==> config.mk <==
export PLATFORM = sky130hd
export DESIGN_NAME = piso_serializer
export DESIGN_NICKNAME = d
export VERILOG_FILES = /design/src/rtl/piso_serializer.sv
export SDC_FILE = /design/constraint.sdc
export NUM_CORES = 1
export LEC_CHECK = 0
export CAP_MARGIN = 20
export CORE_MARGIN = 3
export CORE_UTILIZATION = 54
export CTS_CLUSTER_SIZE = 12
export DETAILED_ROUTE_END_ITERATION = 8
export PLACE_DENSITY = 0.86
export REMOVE_ABC_BUFFERS = 1
export SLEW_MARGIN = 30
export SYNTH_ARGS = -nofsm -noshare
export SYNTH_HDL_FRONTEND = slang
export SYNTH_SLANG_ARGS = --single-unit
==> constraint.sdc <==
create_clock -name clk -period 3.8 [get_ports clk]
set_clock_uncertainty 0.2 [all_clocks]
set_input_delay 0.95 -clock clk [delete_from_list [all_inputs] [get_ports clk]]
set_output_delay 0.95 -clock clk [all_outputs]
set_load 0.05 [all_outputs]
==> src/rtl/piso_serializer.sv <==
// Parallel-in serial-out word serializer with frame markers.
// Feeds a 4-stage SISO shift register; idle gap eases re-alignment.
module piso_serializer #(
  parameter int   WIDTH      = 8,
  parameter int   MSB_FIRST  = 1,
  parameter int   GAP_CYCLES = 1,
  parameter logic IDLE_LEVEL = 1'b0
) (
  input  logic             clk,
  input  logic             rst_n,
  input  logic [WIDTH-1:0] din,
  input  logic             din_valid,
  output logic             din_ready,
  output logic             sout,
  output logic             sout_valid,
  output logic             frame_start,
  output logic             frame_end,
  output logic             busy
);

  localparam int CW = (WIDTH > 1) ? $clog2(WIDTH) : 1;
  localparam logic [CW-1:0] BIT_LAST = CW'(WIDTH - 1);
  localparam logic [3:0] GAP_LAST =
    4'((GAP_CYCLES > 0) ? GAP_CYCLES - 1 : 0);

  typedef enum logic [1:0] {
    IDLE  = 2'd0,
    SHIFT = 2'd1,
    GAP   = 2'd2
  } state_t;

  state_t            state, state_n;
  logic [WIDTH-1:0]  shreg, shreg_n;
  logic [CW-1:0]     bit_cnt, bit_n;
  logic [3:0]        gap_cnt, gap_n;
  logic              hs;
  logic              sout_n;
  logic              ready_n;

  // Next state, shift register and counter update
  always_comb begin
    state_n = state;
    shreg_n = shreg;
    bit_n   = bit_cnt;
    gap_n   = gap_cnt;
    hs      = din_valid && din_ready;
    unique case (state)
      IDLE: begin
        if (hs) begin
          state_n = SHIFT;
          shreg_n = din;
          bit_n   = '0;
        end
      end
      SHIFT: begin
        if (bit_cnt == BIT_LAST) begin
          bit_n = '0;
          if (GAP_CYCLES > 0) begin
            state_n = GAP;
            gap_n   = '0;
          end else if (hs) begin
            state_n = SHIFT;
            shreg_n = din;
          end else begin
            state_n = IDLE;
          end
        end else begin
          bit_n   = bit_cnt + CW'(1);
          shreg_n = (MSB_FIRST != 0) ? (shreg << 1)
                                     : (shreg >> 1);
        end
      end
      GAP: begin
        if (gap_cnt == GAP_LAST) begin
          gap_n = '0;
          if (hs) begin
            state_n = SHIFT;
            shreg_n = din;
            bit_n   = '0;
          end else begin
            state_n = IDLE;
          end
        end else begin
          gap_n = gap_cnt + 4'd1;
        end
      end
      default: begin
        state_n = IDLE;
        bit_n   = '0;
        gap_n   = '0;
      end
    endcase
  end

  // Output values for the coming cycle
  always_comb begin
    sout_n = IDLE_LEVEL;
    if (state_n == SHIFT) begin
      sout_n = (MSB_FIRST != 0) ? shreg_n[WIDTH-1]
                                : shreg_n[0];
    end
    ready_n = (state_n == IDLE)
           || (state_n == GAP && gap_n == GAP_LAST)
           || (state_n == SHIFT && bit_n == BIT_LAST
               && GAP_CYCLES == 0);
  end

  // State, datapath and registered outputs
  always_ff @(posedge clk or negedge rst_n) begin
    if (!rst_n) begin
      state       <= IDLE;
      shreg       <= '0;
      bit_cnt     <= '0;
      gap_cnt     <= '0;
      sout        <= IDLE_LEVEL;
      sout_valid  <= 1'b0;
      frame_start <= 1'b0;
      frame_end   <= 1'b0;
      busy        <= 1'b0;
      din_ready   <= 1'b0;
    end else begin
      state       <= state_n;
      shreg       <= shreg_n;
      bit_cnt     <= bit_n;
      gap_cnt     <= gap_n;
      sout        <= sout_n;
      sout_valid  <= (state_n == SHIFT);
      frame_start <= (state_n == SHIFT) && (bit_n == '0);
      frame_end   <= (state_n == SHIFT) && (bit_n == BIT_LAST);
      busy        <= (state_n != IDLE);
      din_ready   <= ready_n;
    end
  end

endmodule

## Word level (Yosys, flattened, before mapping)

Cells that the tools add are included.

- Output and inout bits: 6
- Word-level logic and storage cells: 51
- Input port bits: 11
- Register bits: 23

- $add $sub $neg: 2
- Reductions and logical operators: 13
- Muxes and demuxes: 17
- Equal/unequal tests: 8

Operators by type and width:

| cell | count |
|---|---|
| two-way mux 8 bit | 3 |
| case mux 8 bit (3 select lines) | 1 |
| case mux 4 bit (3 select lines) | 1 |
| two-way mux 3 bit | 3 |
| case mux 3 bit (3 select lines) | 1 |
| logical NOT 4 bit | 2 |
| two-way mux 4 bit | 2 |
| == test 3 bit, second input constant | 2 |
| two-way mux 2 bit | 3 |
| case mux 2 bit (3 select lines) | 1 |
| adder 4 x 1 -> 4 bit, second input constant | 1 |
| == test 2 x 1 -> 1 bit, second input constant | 2 |
| == test 2 bit, second input constant | 2 |
| logical AND 1 bit | 4 |
| logical NOT 2 bit | 2 |
| inequality test 2 bit, second input constant | 2 |
| adder 3 x 1 -> 3 bit, second input constant | 1 |
| logical NOT 3 bit | 1 |
| AND reduction 3 bit | 1 |
| nonzero test 3 bit | 1 |
| two-way mux 1 bit | 2 |
| nonzero test 2 bit | 1 |
| logical OR 1 bit | 1 |

## Logic depth before layout (Yosys ltp)

Gate-level depths: netlist (run 1).

- Word-level depth: 7
- Mapped depth: 9
- Depth with buffers taken out: 7

## Worst setup path before layout (run 1)

Ideal clock, no wire load.

- Path kind: input port to flip-flop
- Start point: input din_valid
- End point: register shreg[0]
- Data arrival time: 1.821 ns
- Setup slack: 1.658 ns
- Stages on the path: 5
- Required time: 3.479 ns
- Cell sequence: nand2_1 a211oi_4 nor2_2 buf_2 a22o_1

- Cells in the longest elaborated chain, start to end: 4

RTL lines:

| item | RTL line | source |
|---|---|---|
| start, declared | 12 | `input logic din_valid,` |
| logical AND 1 bit (*) | 46 | `hs = din_valid && din_ready;` |
| two-way mux 8 bit (*) | -- |  |
| two-way mux 8 bit | -- |  |
| case mux 8 bit (3 select lines) (*) | -- |  |
| end signal, assigned | 123 | `shreg <= shreg_n;` |
| end, declared | 33 | `logic [WIDTH-1:0] shreg, shreg_n;` |

Every way passes the cells marked *; elsewhere a longest branch is shown, timed or not. The select of a mux whose other input is x is not followed.
A chain may end at the register's enable or synchronous reset.

## Final worst setup path (run 1)

- Start point: register frame_end
- End point: output frame_end

RTL lines:

| item | RTL line | source |
|---|---|---|
| start, declared | 17 | `output logic frame_end,` |
| start signal, assigned | 129 | `frame_end <= (state_n == SHIFT) && (bit_n == BIT_LAST);` |

No word-level cell between the ends.

==> reports/qor.csv, run 1 <==
metric;value;unit
CTS buffer count;3;
Clock Tree Buf Depth;2;
Post-synth EDFFs;0;
synth-to-layout area growth;20.1;%
Yosys top cell area share;54.6;%
pin count of the biggest net entering global routing;23;
Crit path largest cell delay;800;ps
register area share after synthesis;54.6;%
biggest area consumer among synthesized cells;dfrtp_1;
vias per std cell;5.90;
P_int;0.000516;W
Slowest-stage cell, CP;clkdlybuf4s50_1;
Req. time, crit path;2650;ps
Yosys reg bits;22;
Hold Buf Count CTS;0;
Post-Syn Instances;95;
Worst Tran Pin Value;497;ps
clock-pin transition on the worst setup and hold timing paths;130;ps
vias;796;
pwr dens;743;nW/um2
Placed Area;1180;um2
Final Hold Vio Count;0;
PortBufs;16;
critical path type;flip-flop to output port;
crit path time final;2620;ps
number of global-route vias before repair;822;
status;complete, no violations;
ant diodes;0;
CTS sink count;22;
top area cells in the synthesized netlist;dfrtp_1 (55%), nand2_1 (6.0%), a22oi_1 (5.2%);
antenna-violating nets left;0;
post-route setup TNS;0;ps
top-count cell post-synth;dfrtp_1;
Pre-antenna DRT Iters;4;
min-delay src;shreg[1];
LEAKAGE;0.566;nW
Max Clk Rate;0.382;GHz
Buf+Inv Stages, Crit Path;1;
clock power share;14.6;%
final setup fails;0;
initial DRC count;21;
maximum VDD drop;455;uV
Synth cell types;30;
chip height;49.2;um
DRT met1 WL;988;um
switching power;0.000384;W
Slew headroom;66.7;%
drt drc;0;
pre-CTS setup slack;955;ps
sw frac;42.7;%
first-pass GRT wire length;3790;um
met2 routed WL;1080;um
Root Driver;clkbuf_4;
Nets;127;
placed insts;131;
RR Startpoint;gap_cnt[0];
CTS tree;built;
worst skew pair latency;310;ps
CTS resizes;0;
htree depth;1;
I/O pin count;17;
delay-heaviest family, CP;buffers and inverters;
max cap viols;0;
row cnt;14;
final worst slack;1180;ps
gpl congestion;0.810;
Synth top cells by count;dfrtp_1 (22), nand2_1 (16), a22oi_1 (7), inv_1 (7);
ys flop type;dfrtp_1;
CP endpoint kind;output port;
layout cell share with drive strength beyond 1;9.91;%
average routed wire per standard cell;16.7;um
gr ovfl total;0;
uppermost routed layer;met4;
Comb pwr share;44.2;%
Final Non-Filler Cells;135;
fraction of registers with async set/reset;100;%
die area;2420;um2
pins over their slew limit;0;
Flop pwr share;41.3;%
YS warnings;0;
RSZ-0062 raised after global routing;false;
antenna violations before repair;0;
fin area;1210;um2
die width;49.2;um
startpoint class of the critical path;flip-flop;
routed wl met3;119;um
Final Cycle Share;68.8;%
Routed Wire Length;2250;um
Post-CTS Setup Bufs;0;
core footprint;1630;um2
DP HPWL;1560;um
total track usage;20.9;%
syn avg cell area;10.6;um2
CP arrival;1470;ps
Critical Path, Cell by Cell;clkdlybuf4s50_1;
Critical Path Fanout Max;1;
post-synthesis cell area;1010;um2
Critical Path Start;frame_end;
HP Class;flip-flop to flip-flop;
Starting Density;61.9;%
state kept, by name (all words and copies together) (netlist names):
register	cells
sout	1
din_ready	1
frame_end	1
bit_cnt	3
frame_start	1
gap_cnt	4
state	2
busy	1
sout_valid	1
shreg	7
stage by stage:
step / power [W] / hold slack [ps] / util (%)
finish: 0.000900 / 285 / 74.3
global route: 0.000965 / 321 / 74.3
CTS: 0.000900 / 285 / 74.7
detailed placement: 0.000772 / 258 / 72.4
global placement: 0.000752 / 254 / 72.4
floorplan: 0.000640 / 239 / -
power by group through the flow:
stage,logic [W],registers (W),clock network (W)
2_1_floorplan,0.000183,0.000457,0
3_3_place_gp,0.000379,0.000372,0
3_5_place_dp,0.000396,0.000376,0
4_1_cts,0.000397,0.000371,0.000132
5_1_grt,0.000440,0.000381,0.000144
6_report,0.000397,0.000371,0.000131
per-layer routing:
layer  vias up  global-route usage (%)
met1       396                    26.1
met2        30                    31.3
met4         0                    14.2
met3         6                    5.50
met5         -                       0
li1        364                       -
cell type report:
cell class | count | area, um2
flip-flops and latches | 22 | 551
fillers | 114 | 418
multi-input cells | 62 | 413
repair buffers | 16 | 155
clock buffers | 4 | 36.3
well taps | 24 | 30.0
inverters | 7 | 26.3
logic make-up (layout without fill, tap and decap cells):
family                     Yosys count  count (layout)  share of synthesized area (%)
DFF                                 22              22                           54.6
buffers and inverters               11              27                           4.47
and+or+nand+nor                     33              33                           17.4
muxes                                1               1                           1.49
adders and majority gates            4               4                           4.96
AOI/OAI and AO/OA                   24              24                           17.1
layout by cell type (no fill, tap or decap):
cell type	Yosys	layout
a21o_2	1	1
inv_1	7	7
a22o_1	2	2
or3_2	1	1
o41ai_1	1	1
clkbuf_4	0	3
nand4_1	1	1
o21bai_1	1	1
o31ai_1	1	1
buf_2	3	1
nand2b_1	2	2
clkbuf_8	0	1
nor4b_1	1	1
nand3_1	1	1
or4_1	1	1
dfrtp_1	22	22
nor2_2	1	1
nand3b_1	1	1
a211oi_4	1	1
or3b_1	1	1
nor2b_1	2	2
o21ai_0	5	5
ha_1	4	4
and2_1	1	1
mux2_4	1	1
clkdlybuf4s50_1	0	15
nor4_1	1	1
nor2_1	2	2
a22oi_1	7	7
a21oi_1	5	5
nor3b_2	1	1
nand2_1	16	16
path summary, 6_finish.rpt:
kind / to / depth (start not counted) / slack, ps
min in group asynchronous: shreg[2] / 1 / 370
setup reg to reg: frame_start / 6 / 1350
hold / removal: shreg[1] / 2 / 280
max in group asynchronous: gap_cnt[0] / 1 / 2680
setup / recovery: frame_end / 1 / 1180
hold reg to reg: shreg[1] / 2 / 280
Power figures use the tool's default switching activity.
==> inputs of run 2 (changes only) <==
CORE_UTILIZATION = 50   (was 54)
PLACE_DENSITY = 0.81   (was 0.86)
clock period = 2.5 ns   (was 3.8 ns; I/O delays follow)
==> run 2 against run 1 <==
Critical path depth is the same. Global-route usage is 3.2 points lower. Via count shrank 4.5%. Design area is 3.7% higher. Die area rose by 7.0%. Cell count up 3.0%. Sequential power is 47% higher. Clock power is 100% higher. Utilization decreased by 5.3 points. Non-clock buffer count grew 3. Register-to-register slack lost 1200 ps. Wire length shrank 13%. Largest cell class unchanged. Largest power group unchanged.
==> reports/qor.csv, run 2 (synthesis gave the netlist of run 1 again) <==
metric;value;unit
final worst slack;181;ps
Comb pwr share;43.9;%
Final Non-Filler Cells;139;
CTS buffer count;3;
Hold Buf Count CTS;0;
Final Cycle Share;92.7;%
Post-CTS Setup Bufs;0;
vias per std cell;5.47;
clock-pin transition on the worst setup and hold timing paths;130;ps
commonest cells after routing, fill and taps aside;dfrtp_1 (22), nand2_1 (16), clkdlybuf4s50_1 (16), inv_1 (7), a22oi_1 (7);
RSZ-0062 raised after global routing;false;
post-layout util;69.0;%
CTS sink count;22;
Critical Path Fanout Max;2;
Root Driver;clkbuf_4;
Register Area;551;um2
core footprint;1820;um2
CTS tree;built;
LEAKAGE;0.588;nW
I/O pin count;17;
row cnt;15;
synth-to-layout area growth;24.6;%
status;complete, no violations;
first-pass GRT wire length;3460;um
critical path type;flip-flop to output port;
number of global-route vias before repair;786;
Routed Wire Length;1950;um
Flop pwr share;37.8;%
Final Hold Vio Count;0;
Placed Area;1200;um2
P_int;0.000874;W
switching power;0.000570;W
DP HPWL;1490;um
drt drc;0;
pwr dens;1150;nW/um2
PortBufs;16;
maximum VDD drop;837;uV
Multi-input gate area;413;um2
Crit path largest cell delay;810;ps
htree depth;1;
total track usage;17.7;%
Largest register FFs;7;
chip height;50.9;um
delay-heaviest family, CP;buffers and inverters;
CP endpoint kind;output port;
placed insts;135;
ant diodes;0;
CTS resizes;0;
Max Clk Rate;0.431;GHz
final setup fails;0;
Reg with most FFs;shreg;
Starting Density;55.4;%
Buf+Inv Stages, Crit Path;1;
die width;50.9;um
crit path time final;2320;ps
sw frac;39.5;%
most common cell after layout, fill and taps aside;dfrtp_1;
Critical Path, Cell by Cell;clkdlybuf4s50_1;
antenna violations before repair;0;
antenna-violating nets left;0;
gr ovfl total;0;
clock power share;18.4;%
Pre-antenna DRT Iters;4;
pre-CTS setup slack;167;ps
gpl congestion;0.877;
fin area;1260;um2
initial DRC count;23;
Req. time, crit path;1670;ps
Fillers;145;
pin count of the biggest net entering global routing;23;
worst skew pair latency;310;ps
max cap viols;0;
Clock Tree Buf Depth;2;
die area;2590;um2
HP Class;flip-flop to flip-flop;
Slowest-stage cell, CP;clkdlybuf4s50_1;
Worst Tran Pin Value;503;ps
vias;760;
Slew headroom;66.3;%
Nets;130;
Regs by FF count;shreg (7), gap_cnt (4), bit_cnt (3);
post-route setup TNS;0;ps
pins over their slew limit;0;
startpoint class of the critical path;flip-flop;
average routed wire per standard cell;14.0;um
CP arrival;1490;ps
layout cell share with drive strength beyond 1;11.4;%
-- run 2: per-stage QoR --
step	hold WS, ps	total power [W]
after detailed placement	257	0.00119
after global placement	252	0.00117
final	286	0.00144
after floorplan	129	0.000972
after global routing	319	0.00154
after CTS	283	0.00145
-- run 2: per-layer routing --
layer	vias up	global-route usage [%]	wire length [um]
met1	380	21.8	866
met3	2	1.75	48
li1	369	-	-
met4	0	5.38	10
met5	-	0	0
met2	9	32.2	1030
-- run 2: final timing paths --
check                            from         to  slack (ps)  depth (start not counted)
max                         din_ready  din_ready         180                          1
min reg2reg                  shreg[4]   shreg[4]         290                          2
max in group asynchronous       rst_n   state[1]        1410                          2
max reg2reg                gap_cnt[0]  din_ready         200                          7
min in group asynchronous       rst_n   shreg[2]         460                          2
min                          shreg[4]   shreg[4]         290                          2
-- run 2: layout make-up --
type                       count  area share, %
inverter                       7           2.09
tap                           25           2.49
multi-input combinational     62           32.9
timing repair buffer          19           14.5
sequential                    22           43.8
clock inverter                 1           2.39
clock buffer                   3           1.79
-- run 2: power by group through the flow --
stage	clock network, W	logic, W	registers [W]
final	0.000265	0.000633	0.000545
after floorplan	0	0.000278	0.000695
after detailed placement	0	0.000633	0.000553
after CTS	0.000271	0.000637	0.000545
after global placement	0	0.000620	0.000547
after global routing	0.000289	0.000690	0.000561
==> inputs of run 3 (changes only) <==
CORE_UTILIZATION = 53   (was 50)
CTS_BUF_LIST = sky130_fd_sc_hd__clkbuf_4 sky130_fd_sc_hd__clkbuf_8   (was unset)
PLACE_DENSITY = 0.85   (was 0.81)
==> run 3 against run 2 <==
Utilization up 1.3 points. Total power down 4.7%. Die area down 5.0%. Clock-buffer cell count up 1. Wire length down 1.4%. First-iteration DRC count down 13%. Critical endpoint unchanged. Combinational power up 0.6%. Critical path depth unchanged. Highest routed layer unchanged. Critical path type unchanged. Largest power group unchanged. Register-to-register slack about the same.
==> reports/qor.csv, run 3 (synthesis gave the netlist of run 1 again) <==
metric;value;unit
status;complete, no violations;
DP HPWL;1430;um
CTS sink count;22;
Max Clk Rate;0.432;GHz
HP Class;flip-flop to flip-flop;
synth-to-layout area growth;23.0;%
sw frac;41.8;%
Buf+Inv Stages, Crit Path;1;
startpoint class of the critical path;flip-flop;
first-pass GRT wire length;3390;um
CTS buffer count;3;
LEAKAGE;0.581;nW
CP arrival;1490;ps
critical path type;flip-flop to output port;
Final Cycle Share;92.5;%
total track usage;17.8;%
RSZ-0062 raised after global routing;false;
Regs by FF count;shreg (7), gap_cnt (4), bit_cnt (3);
Critical Path Fanout Max;2;
switching power;0.000575;W
Slew headroom;66.9;%
pre-CTS setup slack;198;ps
Reg with most FFs;shreg;
Flop pwr share;39.6;%
die area;2460;um2
number of global-route vias before repair;779;
P_int;0.000801;W
pin count of the biggest net entering global routing;23;
antenna-violating nets left;0;
Clock Tree Buf Depth;2;
row cnt;15;
crit path time final;2310;ps
ant diodes;0;
pwr dens;1110;nW/um2
gpl congestion;0.864;
htree depth;1;
vias;780;
most common cell after layout, fill and taps aside;dfrtp_1;
Comb pwr share;46.3;%
worst skew pair latency;300;ps
layout cell share with drive strength beyond 1;11.4;%
Largest register FFs;7;
maximum VDD drop;671;uV
CP endpoint kind;output port;
max cap viols;0;
Placed Area;1200;um2
clock-pin transition on the worst setup and hold timing paths;120;ps
Final Hold Vio Count;0;
Slowest-stage cell, CP;clkdlybuf4s50_1;
CTS resizes;0;
vias per std cell;5.61;
Starting Density;57.2;%
final worst slack;187;ps
Nets;130;
core footprint;1760;um2
pins over their slew limit;0;
average routed wire per standard cell;13.8;um
Pre-antenna DRT Iters;4;
clock power share;14.1;%
gr ovfl total;0;
Hold Buf Count CTS;0;
commonest cells after routing, fill and taps aside;dfrtp_1 (22), nand2_1 (16), clkdlybuf4s50_1 (16), inv_1 (7), a22oi_1 (7);
Routed Wire Length;1930;um
delay-heaviest family, CP;buffers and inverters;
I/O pin count;17;
Crit path largest cell delay;810;ps
drt drc;0;
initial DRC count;20;
Req. time, crit path;1670;ps
final setup fails;0;
Root Driver;clkbuf_4;
Critical Path, Cell by Cell;clkdlybuf4s50_1;
Worst Tran Pin Value;496;ps
chip height;49.6;um
post-route setup TNS;0;ps
die width;49.6;um
Post-CTS Setup Bufs;0;
antenna violations before repair;0;
fin area;1240;um2
PortBufs;16;
Fillers;159;
CTS tree;built;
## run 3: changes by cell type in the layout (fill, tap and decap cells not counted)
cell / previous run / this run
clkbuf_8: 0 / 1
bufinv_16: 1 / 0
## run 3: cell type report
class,instances,area [um2],share of cell area [%]
Clock buffer,4,36.3,2.93
Inverter,7,26.3,2.12
Multi-Input combinational cell,62,413,33.3
Sequential cell,22,551,44.4
Tap cell,25,31.3,2.52
Timing Repair Buffer,19,183,14.7
## run 3: worst min-delay path, cell delays in order, from the launching register on
cell     delay, ps
dfrtp_1        360
nand2_1         50
nand2_1         50
## run 3: layer usage
layer	vias up	GRT usage (%)	routed length [um]	part of all wire, %
li1	373	-	-	-
met1	376	21.4	819	43
met2	27	31.7	999	52
met3	4	3.63	86	4.5
met4	0	5.53	19	0.99
met5	-	0	0	0
## run 3: power by group through the flow
stage / Combinational [W] / Sequential (W) / Clock [W]
2_1_floorplan: 0.000278 / 0.000695 / 0
3_3_place_gp: 0.000619 / 0.000545 / 0
3_5_place_dp: 0.000633 / 0.000549 / 0
4_1_cts: 0.000643 / 0.000544 / 0.000195
5_1_grt: 0.000692 / 0.000559 / 0.000210
6_report: 0.000637 / 0.000544 / 0.000194
## run 3: path summary, 6_finish.rpt
check	startpoint	endpoint	slack (ps)	depth (start not counted)
worst max-delay path	din_ready	din_ready	190	1
worst min-delay path	shreg[5]	shreg[5]	290	2
worst max register to register	gap_cnt[0]	din_ready	210	7
worst min register to register	shreg[5]	shreg[5]	290	2
max in group asynchronous	rst_n	shreg[2]	1430	2
min in group asynchronous	rst_n	gap_cnt[0]	460	2
## run 3: metrics by stage
stage | power, W | hold slack (ps) | util, % | cells
after floorplan | 0.000972 | 129 | - | 91
after global placement | 0.00116 | 251 | 68.2 | 135
after detailed placement | 0.00118 | 264 | 68.2 | 135
after CTS | 0.00138 | 290 | 70.3 | 139
after global routing | 0.00146 | 315 | 70.3 | 139
final | 0.00138 | 286 | 70.3 | 139
